===== src/rtl/drt_device_finder_if.sv =====
// Wishbone read-master bus bundle used by drt_device_finder toward the DRT slave.
interface drt_device_finder_if;
  logic        wbm_cyc_o;
  logic        wbm_stb_o;
  logic        wbm_we_o;
  logic [3:0]  wbm_sel_o;
  logic [31:0] wbm_adr_o;
  logic [31:0] wbm_dat_o;
  logic [31:0] wbm_dat_i;
  logic        wbm_ack_i;

  modport master (
    output wbm_cyc_o, wbm_stb_o, wbm_we_o, wbm_sel_o, wbm_adr_o, wbm_dat_o,
    input  wbm_dat_i, wbm_ack_i
  );

  modport slave (
    input  wbm_cyc_o, wbm_stb_o, wbm_we_o, wbm_sel_o, wbm_adr_o, wbm_dat_o,
    output wbm_dat_i, wbm_ack_i
  );
endinterface


===== src/rtl/drt_device_finder.sv =====
// Walks the device ROM table over Wishbone and returns the Nth entry matching a device ID.
// Optional macro DRT_FINDER_CACHE_EN keeps the header entry count across searches.
//
// state      | meaning
// IDLE       | waiting for find_stb_i
// HDR_ID     | reading header word0, checking table ID
// HDR_NUM    | reading header word1, entry count
// ENT_ID     | reading word0 of entry idx, matching
// ENT_INFO   | reading word1 of the matched entry
// ENT_MEM    | reading word2 of the matched entry
// ENT_SIZE   | reading word3 of the matched entry
// FIN        | done pulse, back to IDLE
module drt_device_finder #(
  parameter logic [31:0] DRT_BASE   = 32'h0000_0000,
  parameter logic [31:0] HDR_WORDS  = 32'd8,
  parameter logic [31:0] DEV_WORDS  = 32'd8,
  parameter logic [15:0] EXP_DRT_ID = 16'h0001,
  parameter logic [7:0]  MAX_DEV    = 8'd255,
  parameter logic [15:0] TIMEOUT    = 16'd255
) (
  input  logic        clk,
  input  logic        rst,
  input  logic        find_stb_i,
  input  logic [31:0] find_id_i,
  input  logic [7:0]  find_inst_i,
  output logic        busy_o,
  output logic        done_o,
  output logic        found_o,
  output logic        err_o,
  output logic [7:0]  dev_index_o,
  output logic [31:0] dev_info_o,
  output logic [31:0] dev_mem_off_o,
  output logic [31:0] dev_size_o,
  drt_device_finder_if.master wb
);

`ifdef DRT_FINDER_CACHE_EN
  localparam bit CACHE_EN = 1'b1;
`else
  localparam bit CACHE_EN = 1'b0;
`endif

  localparam logic [2:0] S_IDLE     = 3'd0;
  localparam logic [2:0] S_HDR_ID   = 3'd1;
  localparam logic [2:0] S_HDR_NUM  = 3'd2;
  localparam logic [2:0] S_ENT_ID   = 3'd3;
  localparam logic [2:0] S_ENT_INFO = 3'd4;
  localparam logic [2:0] S_ENT_MEM  = 3'd5;
  localparam logic [2:0] S_ENT_SIZE = 3'd6;
  localparam logic [2:0] S_FIN      = 3'd7;

  logic [2:0]  state_q, state_d;
  logic        cyc_q, cyc_d;
  logic        wait_low_q, wait_low_d;
  logic [31:0] adr_q, adr_d;
  logic [15:0] timer_q, timer_d;
  logic [31:0] id_q, id_d;
  logic [7:0]  inst_q, inst_d;
  logic [7:0]  ndev_q, ndev_d;
  logic [7:0]  idx_q, idx_d;
  logic [7:0]  mcnt_q, mcnt_d;
  logic        hdr_valid_q, hdr_valid_d;
  logic        found_q, found_d;
  logic        err_q, err_d;
  logic [7:0]  index_q, index_d;
  logic [31:0] info_q, info_d;
  logic [31:0] mem_q, mem_d;
  logic [31:0] size_q, size_d;

  logic [31:0] rd_word;
  logic [31:0] ent_base;
  logic [31:0] rd_adr;
  logic [7:0]  hdr_ndev;
  logic [8:0]  idx_inc;

  always_comb begin
    state_d     = state_q;
    cyc_d       = cyc_q;
    wait_low_d  = wait_low_q;
    adr_d       = adr_q;
    timer_d     = timer_q;
    id_d        = id_q;
    inst_d      = inst_q;
    ndev_d      = ndev_q;
    idx_d       = idx_q;
    mcnt_d      = mcnt_q;
    hdr_valid_d = hdr_valid_q;
    found_d     = found_q;
    err_d       = err_q;
    index_d     = index_q;
    info_d      = info_q;
    mem_d       = mem_q;
    size_d      = size_q;

    rd_word  = wb.wbm_dat_i;
    ent_base = DRT_BASE + HDR_WORDS + 32'(idx_q) * DEV_WORDS;
    hdr_ndev = (rd_word[7:0] > MAX_DEV) ? MAX_DEV : rd_word[7:0];
    idx_inc  = {1'b0, idx_q} + 9'd1;

    case (state_q)
      S_HDR_ID:   rd_adr = DRT_BASE;
      S_HDR_NUM:  rd_adr = DRT_BASE + 32'd1;
      S_ENT_ID:   rd_adr = ent_base;
      S_ENT_INFO: rd_adr = ent_base + 32'd1;
      S_ENT_MEM:  rd_adr = ent_base + 32'd2;
      S_ENT_SIZE: rd_adr = ent_base + 32'd3;
      default:    rd_adr = DRT_BASE;
    endcase

    // The slave holds ack until it sees stb low; never start a read over a stale ack.
    if (wait_low_q && !wb.wbm_ack_i) wait_low_d = 1'b0;

    case (state_q)
      S_IDLE: begin
        if (find_stb_i) begin
          id_d    = find_id_i;
          inst_d  = find_inst_i;
          found_d = 1'b0;
          err_d   = 1'b0;
          idx_d   = 8'd0;
          mcnt_d  = 8'd0;
          if (hdr_valid_q) state_d = (ndev_q == 8'd0) ? S_FIN : S_ENT_ID;
          else             state_d = S_HDR_ID;
        end
      end
      S_FIN: state_d = S_IDLE;
      default: begin
        if (!cyc_q) begin
          if (!(wait_low_q && wb.wbm_ack_i)) begin
            cyc_d   = 1'b1;
            adr_d   = rd_adr;
            timer_d = TIMEOUT;
          end
        end else if (wb.wbm_ack_i) begin
          cyc_d      = 1'b0;
          wait_low_d = 1'b1;
          case (state_q)
            S_HDR_ID: begin
              if (rd_word[31:16] != EXP_DRT_ID) begin
                err_d   = 1'b1;
                state_d = S_FIN;
              end else begin
                state_d = S_HDR_NUM;
              end
            end
            S_HDR_NUM: begin
              ndev_d = hdr_ndev;
              if (CACHE_EN) hdr_valid_d = 1'b1;
              state_d = (hdr_ndev == 8'd0) ? S_FIN : S_ENT_ID;
            end
            S_ENT_ID: begin
              if (rd_word == id_q && mcnt_q == inst_q) begin
                index_d = idx_q;
                state_d = S_ENT_INFO;
              end else begin
                if (rd_word == id_q) mcnt_d = mcnt_q + 8'd1;
                if (idx_inc == {1'b0, ndev_q}) state_d = S_FIN;
                else                           idx_d   = idx_q + 8'd1;
              end
            end
            S_ENT_INFO: begin
              info_d  = rd_word;
              state_d = S_ENT_MEM;
            end
            S_ENT_MEM: begin
              mem_d   = rd_word;
              state_d = S_ENT_SIZE;
            end
            S_ENT_SIZE: begin
              size_d  = rd_word;
              found_d = 1'b1;
              state_d = S_FIN;
            end
            default: ;
          endcase
        end else if (timer_q <= 16'd1) begin
          cyc_d   = 1'b0;
          err_d   = 1'b1;
          found_d = 1'b0;
          state_d = S_FIN;
        end else begin
          timer_d = timer_q - 16'd1;
        end
      end
    endcase
  end

  always_ff @(posedge clk) begin
    if (rst) begin
      state_q     <= S_IDLE;
      cyc_q       <= 1'b0;
      wait_low_q  <= 1'b0;
      adr_q       <= '0;
      timer_q     <= '0;
      id_q        <= '0;
      inst_q      <= '0;
      ndev_q      <= '0;
      idx_q       <= '0;
      mcnt_q      <= '0;
      hdr_valid_q <= 1'b0;
      found_q     <= 1'b0;
      err_q       <= 1'b0;
      index_q     <= '0;
      info_q      <= '0;
      mem_q       <= '0;
      size_q      <= '0;
    end else begin
      state_q     <= state_d;
      cyc_q       <= cyc_d;
      wait_low_q  <= wait_low_d;
      adr_q       <= adr_d;
      timer_q     <= timer_d;
      id_q        <= id_d;
      inst_q      <= inst_d;
      ndev_q      <= ndev_d;
      idx_q       <= idx_d;
      mcnt_q      <= mcnt_d;
      hdr_valid_q <= hdr_valid_d;
      found_q     <= found_d;
      err_q       <= err_d;
      index_q     <= index_d;
      info_q      <= info_d;
      mem_q       <= mem_d;
      size_q      <= size_d;
    end
  end

  assign busy_o        = (state_q != S_IDLE);
  assign done_o        = (state_q == S_FIN);
  assign found_o       = found_q;
  assign err_o         = err_q;
  assign dev_index_o   = index_q;
  assign dev_info_o    = info_q;
  assign dev_mem_off_o = mem_q;
  assign dev_size_o    = size_q;

  assign wb.wbm_cyc_o = cyc_q;
  assign wb.wbm_stb_o = cyc_q;
  assign wb.wbm_we_o  = 1'b0;
  assign wb.wbm_sel_o = 4'hF;
  assign wb.wbm_adr_o = adr_q;
  assign wb.wbm_dat_o = 32'h0;

endmodule


===== src/flat_wrapper.sv =====
// flat-port wrapper written by rule: the top's interface ports become plain ports
module drt_device_finder_flat 
#(
  parameter logic [31:0] DRT_BASE   = 32'h0000_0000,
  parameter logic [31:0] HDR_WORDS  = 32'd8,
  parameter logic [31:0] DEV_WORDS  = 32'd8,
  parameter logic [15:0] EXP_DRT_ID = 16'h0001,
  parameter logic [7:0]  MAX_DEV    = 8'd255,
  parameter logic [15:0] TIMEOUT    = 16'd255
)
  (clk, rst, find_stb_i, find_id_i, find_inst_i, busy_o, done_o, found_o, err_o, dev_index_o, dev_info_o, dev_mem_off_o, dev_size_o, wb_wbm_cyc_o, wb_wbm_stb_o, wb_wbm_we_o, wb_wbm_sel_o, wb_wbm_adr_o, wb_wbm_dat_o, wb_wbm_dat_i, wb_wbm_ack_i);
  drt_device_finder_if wb_i ();
  input  logic clk;
  input  logic rst;
  input  logic find_stb_i;
  input  logic [31:0] find_id_i;
  input  logic [7:0] find_inst_i;
  output logic busy_o;
  output logic done_o;
  output logic found_o;
  output logic err_o;
  output logic [7:0] dev_index_o;
  output logic [31:0] dev_info_o;
  output logic [31:0] dev_mem_off_o;
  output logic [31:0] dev_size_o;
  output wire logic [$bits(wb_i.wbm_cyc_o)-1:0] wb_wbm_cyc_o;
  output wire logic [$bits(wb_i.wbm_stb_o)-1:0] wb_wbm_stb_o;
  output wire logic [$bits(wb_i.wbm_we_o)-1:0] wb_wbm_we_o;
  output wire logic [$bits(wb_i.wbm_sel_o)-1:0] wb_wbm_sel_o;
  output wire logic [$bits(wb_i.wbm_adr_o)-1:0] wb_wbm_adr_o;
  output wire logic [$bits(wb_i.wbm_dat_o)-1:0] wb_wbm_dat_o;
  input wire logic [$bits(wb_i.wbm_dat_i)-1:0] wb_wbm_dat_i;
  input wire logic [$bits(wb_i.wbm_ack_i)-1:0] wb_wbm_ack_i;
  assign wb_wbm_cyc_o = wb_i.wbm_cyc_o;
  assign wb_wbm_stb_o = wb_i.wbm_stb_o;
  assign wb_wbm_we_o = wb_i.wbm_we_o;
  assign wb_wbm_sel_o = wb_i.wbm_sel_o;
  assign wb_wbm_adr_o = wb_i.wbm_adr_o;
  assign wb_wbm_dat_o = wb_i.wbm_dat_o;
  assign wb_i.wbm_dat_i = wb_wbm_dat_i;
  assign wb_i.wbm_ack_i = wb_wbm_ack_i;
  drt_device_finder #(.DRT_BASE(DRT_BASE), .HDR_WORDS(HDR_WORDS), .DEV_WORDS(DEV_WORDS), .EXP_DRT_ID(EXP_DRT_ID), .MAX_DEV(MAX_DEV), .TIMEOUT(TIMEOUT)) u_core (.clk(clk), .rst(rst), .find_stb_i(find_stb_i), .find_id_i(find_id_i), .find_inst_i(find_inst_i), .busy_o(busy_o), .done_o(done_o), .found_o(found_o), .err_o(err_o), .dev_index_o(dev_index_o), .dev_info_o(dev_info_o), .dev_mem_off_o(dev_mem_off_o), .dev_size_o(dev_size_o), .wb(wb_i));
endmodule

===== config.mk =====
export PLATFORM = sky130hd
export DESIGN_NAME = drt_device_finder_flat
export DESIGN_NICKNAME = d
export VERILOG_FILES = /design/src/rtl/drt_device_finder_if.sv /design/src/rtl/drt_device_finder.sv /design/src/flat_wrapper.sv
export SDC_FILE = /design/constraint.sdc
export NUM_CORES = 1
export LEC_CHECK = 0
export CORE_ASPECT_RATIO = 0.6
export CORE_MARGIN = 2
export CORE_UTILIZATION = 48
export DETAILED_ROUTE_END_ITERATION = 7
export PLACE_DENSITY_LB_ADDON = 0.15
export SETUP_SLACK_MARGIN = 0.2
export SKIP_CTS_REPAIR_TIMING = 1
export SKIP_LAST_GASP = 1
export SLEW_MARGIN = 20
export SYNTH_ARGS = -nofsm -noshare
export SYNTH_HDL_FRONTEND = slang
export SYNTH_SLANG_ARGS = --single-unit

===== constraint.sdc =====
create_clock -name clk -period 2.56 [get_ports clk]
set_input_delay 0.256 -clock clk [delete_from_list [all_inputs] [get_ports clk]]
set_output_delay 0.256 -clock clk [all_outputs]
set_load 0.05 [all_outputs]

After elaboration in Yosys (flattened, before gate mapping). Index checks and enable logic that the tools add are counted.

Muxes and demuxes: 49. Reduce and logical (&&, ||, !) cells: 28. Bitwise logic cells: 4. Equality and inequality tests: 22. Add/subtract/negate cells: 8. $lt $le $gt $ge: 2.

Operator list (number): one-hot mux 32 bit (5 select lines) (1); 2-to-1 mux 8 bit (12); adder 32 x 2 -> 32 bit (second input constant) (2); 2-to-1 mux 16 bit (4); adder 32 x 1 -> 32 bit (second input constant) (1); == test 32 bit (1); one-hot mux 8 bit (2 select lines) (2); 2-to-1 mux 3 bit (8); AND reduction 4 bit (5); 2-to-1 mux 1 bit (18); one-hot mux 3 bit (6 select lines) (1); adder 8 x 1 -> 8 bit (second input constant) (2); <= comparator 16 x 1 -> 1 bit (second input constant) (1); inequality test 16 x 1 -> 1 bit (second input constant) (1); subtractor 16 x 1 -> 16 bit (second input constant) (1); AND reduction 5 bit (3); AND reduction 7 bit (2); adder 4 x 11 -> 12 bit (first input constant) (1); == test 3 bit (second input constant) (4); inequality test 2 bit (second input constant) (5); adder 8 x 1 -> 9 bit (second input constant) (1); == test 9 x 8 -> 1 bit (1); inequality test 3 x 1 -> 1 bit (second input constant) (3); inequality test 9 x 2 -> 1 bit (second input constant) (1); other kinds (20) (32).

Input port bits: 76. Output and inout port bits: 179. Register bits: 223. Word-level logic and storage cells: 129.

Depth between registers and ports, before layout.
Depth in word-level cells: 8. Mapped depth: 9. Mapped depth without buffers: 7.

Worst setup path after synthesis. Ideal clock, no wire load.

Path kind: register to register. From: register u_core.cyc_q (netlist: u_core.wb.wbm_cyc_o). To: register u_core.idx_q[0]. Data arrival time: 2.335 ns. Cell stages (with the launch flop): 9. Clock period less this slack: 2.394 ns. Data required time: 2.501 ns. Buffers on the path: 3. Setup slack: 0.166 ns. Cell sequence: dfxtp_1 clkbuf_1 nand4_1 or3_1 clkbuf_1 nor2_1 and3_1 clkbuf_1 mux2_2.

Longest elaborated chain between the ends: 2.

RTL lines: start: declaration (line drt_device_finder.sv:53) `logic cyc_q, cyc_d;`; start signal: assignment (line drt_device_finder.sv:209) `cyc_q <= cyc_d;`; nonzero test 2 bit (no source line); AND reduction 7 bit (no source line); end signal: assignment (line drt_device_finder.sv:216) `idx_q <= idx_d;`; end: declaration (line drt_device_finder.sv:60) `logic [7:0] idx_q, idx_d;`.

Every way passes these cells. A chain may end at the register's enable or synchronous reset.

Final worst setup path.
From: register u_core.timer_q[7]. To: register u_core.timer_q[2].

Longest elaborated chain between the ends: 3.

RTL lines: start: declaration (line drt_device_finder.sv:56) `logic [15:0] timer_q, timer_d;`; start signal: assignment (line drt_device_finder.sv:212) `timer_q <= timer_d;`; <= comparator 16 x 1 -> 1 bit (line drt_device_finder.sv:176) `end else if (timer_q <= 16'd1) begin`; inequality test 2 bit (no source line); AND reduction 4 bit (no source line).

Every way passes these cells.

==> results.md <==
* Status: completed
* Library cells used by synthesis at 58
* Post-DRT Antenna Nets at 0
* Ports at between 200 and 300
* Die height at ~110 um
* Die width at between 150 and 200 um
* Total number of vias at 8285
* Root buffer cell: clkbuf_16
* H-tree depth at 1
* Post-synth top area cell: dfxtp_1
* Final Cycle Share at just over 90%
* Routability cong. at 0.904
* Critical Path Sink Type: register
* PwrDens at 655 nW/um2
* Slowest-stage cell, CP: or4_4
* Slew Limit Fails at 0
* # diodes at 0
* Via density at 5.24
* Final core utilization at 66.7%
* EDFF count, synth at 0
* Crit-path max cell delay at 540 ps
* Reg2Reg Setup Slack at about 160 ps
* Mapped cell area at between 8000 and 9000 um2
* Slew HR at between 40% and 50%
* Nets at 1406
* Top_reg_cell synth: dfxtp_1
* Final setup fails at 0
* Critical Path, Cell by Cell: or4_4 -> or3_4 -> o31a_4 -> buf_4 -> o21a_4 -> a21bo_1 -> a31oi_1
* VDD IR max at ~0.48 mV
* Max Clk Rate at 417 MHz
* Final wirelength at ~27000 um
* Worst min-delay path class: in -> reg
* Worst r2r src: u_core.timer_q[7]
* Syn avg cell area at 8.02 um2
* Pre-antenna DRT Iters at 5
* Reg clk slew, reported paths at 60 ps
* R2R Path End: u_core.timer_q[2]
* RSZ-0062 raised after global routing: true
* Die area at between 15000 and 20000 um2
* Setup CP Type: reg -> reg
* Total track usage at around a quarter
* Initial antenna violation count at 1
* Max_cap viols at 0
* Yosys top cell area share at 45.6%
* Cell family with most CP delay: simple AND/OR/NAND/NOR gates
* Cell count of the worst hold path at 2
* Clk sinks at 202
* Setup tns final at 0 ps
* TritonCTS clock tree: built
* Critical path startpoint category: register
* Synth warn at 0
* Top cells by area, synth: dfxtp_1 46%, nand2_1 13%, a21oi_1 9.3%
* Worst-Margin Slew at approximately 790 ps
* Fraction of registers with async set or reset after synthesis at 0%
* #FFs+latches synth at between 200 and 250
* DP Area at 11200 um2
* First-iteration detailed-routing DRC count at 825
* Syn-to-layout area delta at 35.8%
* Total design power at just under 8000 uW
* Layout Skew at 12.7 ps
* Worst Path Arrival at between 2000 and 3000 ps
* Worst skew pair latency at 490 ps
* Pin count of the biggest net entering global routing at 73
* Vias in the first global route at around 7300
* Worst Min Path Start: rst
* Clock buffer depth at 3
* CP max FO at 7
* Grt ovf at 0
* Final number of hold-violating endpoints at 0
* Row count at 38
* Worst Hold End: u_core.wb.wbm_adr_o[0]
* Core area at 18100 um2
* Cell area after layout at about 12000 um2
* DR WL/cell at 17.1 um
* Lkg Pwr at around 0.0043 uW
* Starting Density at 49.1%
* IO buf count at around 200
* Dpl hpwl at 19300 um
* Post-layout min period at 2400 ps
* Reg2Reg Depth at 7
* Drt drc at 0
* First-pass GRT wire length at 41300 um
* Req. time, crit path at between 2000 and 3000 ps
* Synth Instances at between 1000 and 1500
* Clock buffer count from CTS at 20
* Register area share after synthesis at 45.6%
* WP buf/inv at 1
* Share of cells above drive strength 1 at a little over a tenth
## cells in the mapped netlist, drive strengths merged, types with 2 or more instances
library cell and number:
nand2 301, dfxtp 202, a21oi 165, buf 65, clkbuf 64, xnor2 50, nor2 43, o21ai 21
nand4 19, nor3 18, xor2 17, nand3 15, nor4 10, inv 9, mux2i 9, or3 8
o211ai 7, a22o 6, and2 6, and3 6, nand2b 6, a31oi 5, o2111ai 5, or4 5
a221o 4, ha 4, o31ai 4, nor2b 3, a22oi 2, a311oi 2, and4 2, conb 2
nor3b 2, o31a 2, or3b 2, xnor3 2
## metal layers
| layer | track usage, % | wire (um) |
|---|---|---|
| met5 | 0 | 13 |
| met3 | 5.68 | 2560 |
| met2 | 37.1 | 11100 |
| met4 | 3.77 | 278 |
| met1 | 41.7 | 13200 |
## layout by cell type, fill, tap and decap left out, types with 4 or more instances in the layout
cell               n
or3_1              7
a31oi_1            4
o31ai_1            4
clkbuf_1           7
and2_1             6
clkbuf_16         22
clkdlybuf4s50_1  193
clkbuf_8           4
a221o_1            4
o211ai_1           6
nor4_1            10
a21oi_1          164
nor3_1            14
xor2_1            17
nand2_1          301
mux2i_1            9
and3_1             4
dfxtp_2            6
nand4_1           19
xnor2_1           48
dfxtp_1          196
nor2_1            41
buf_4             75
nand2b_1           6
inv_1              9
nor3_2             4
nand3_1           14
a22o_1             6
o21ai_0           19
conb_1            58
## through the flow
| step | setup slack, ps | hold WS (ps) | cells |
|---|---|---|---|
| 3_5_place_dp | -76.7 | 446 | 1540 |
| 2_1_floorplan | 238 | 392 | 1161 |
| 3_3_place_gp | -36.4 | 440 | 1540 |
| 5_1_grt | 75.3 | 216 | 1580 |
| 4_1_cts | 84.4 | 183 | 1576 |
| 6_report | 164 | 193 | 1580 |
## where the power goes
part | internal [uW] | switching [uW] | total (uW)
sequential | 3260 | 114 | 3370
combinational | 546 | 896 | 1440
clock | 1830 | 1240 | 3070
total | 5640 | 2250 | 7890
## layout make-up
class	instances	area (um2)
Tap cell	240	300
Inverter	9	33.8
Fill cell	1564	6020
Clock buffer	32	607
Clock inverter	4	76.3
Sequential cell	202	4050
Timing Repair Buffer	272	2560
Multi-Input combinational cell	821	4410
## logic make-up (layout without fill, tap and decap cells)
| family | count (synthesis) | after routing | synth area share, % |
|---|---|---|---|
| buf+inv | 138 | 317 | 8.54 |
| other cells | 2 | 58 | 0.0847 |
| compound gates | 232 | 232 | 15.1 |
| simple gates | 448 | 448 | 21.8 |
| mux | 10 | 10 | 1.14 |
| xor+xnor | 69 | 69 | 7.13 |
| flops | 202 | 202 | 45.6 |
| fa+ha+maj | 4 | 4 | 0.564 |
## flip-flops by register name (all words and copies together), names as in the netlist
register and count:
u_core.wb.wbm_adr_o 11, u_core.dev_mem_off_o 32, u_core.idx_q 8, u_core.dev_size_o 32
u_core.id_q 32, u_core.ndev_q 8, u_core.mcnt_q 8, u_core.wait_low_q 1
u_core.dev_index_o 8, u_core.dev_info_o 32, u_core.found_o 1, u_core.inst_q 8
u_core.err_o 1, u_core.state_q 3, u_core.timer_q 16, u_core.wb.wbm_cyc_o 1
## worst max-delay path by stage
stage | slack, ps | end | cells after the start | startpoint
detailed placement | -80 | u_core.idx_q[7] | 9 | wb_wbm_dat_i[29]
global placement | -40 | u_core.idx_q[5] | 9 | wb_wbm_dat_i[29]
global route | 80 | u_core.timer_q[2] | 7 | u_core.timer_q[7]
CTS | 80 | u_core.timer_q[2] | 7 | u_core.timer_q[3]
finish | 160 | u_core.timer_q[2] | 7 | u_core.timer_q[7]
floorplan | 240 | u_core.timer_q[7] | 8 | u_core.timer_q[3]
## worst reg2reg max path: stages, from the launching register on
cell	delay, ps
dfxtp_2	330
or4_4	540
or3_4	410
o31a_4	350
buf_4	160
o21a_4	210
a21bo_1	190
a31oi_1	140
(Power assumes the default switching activity.)
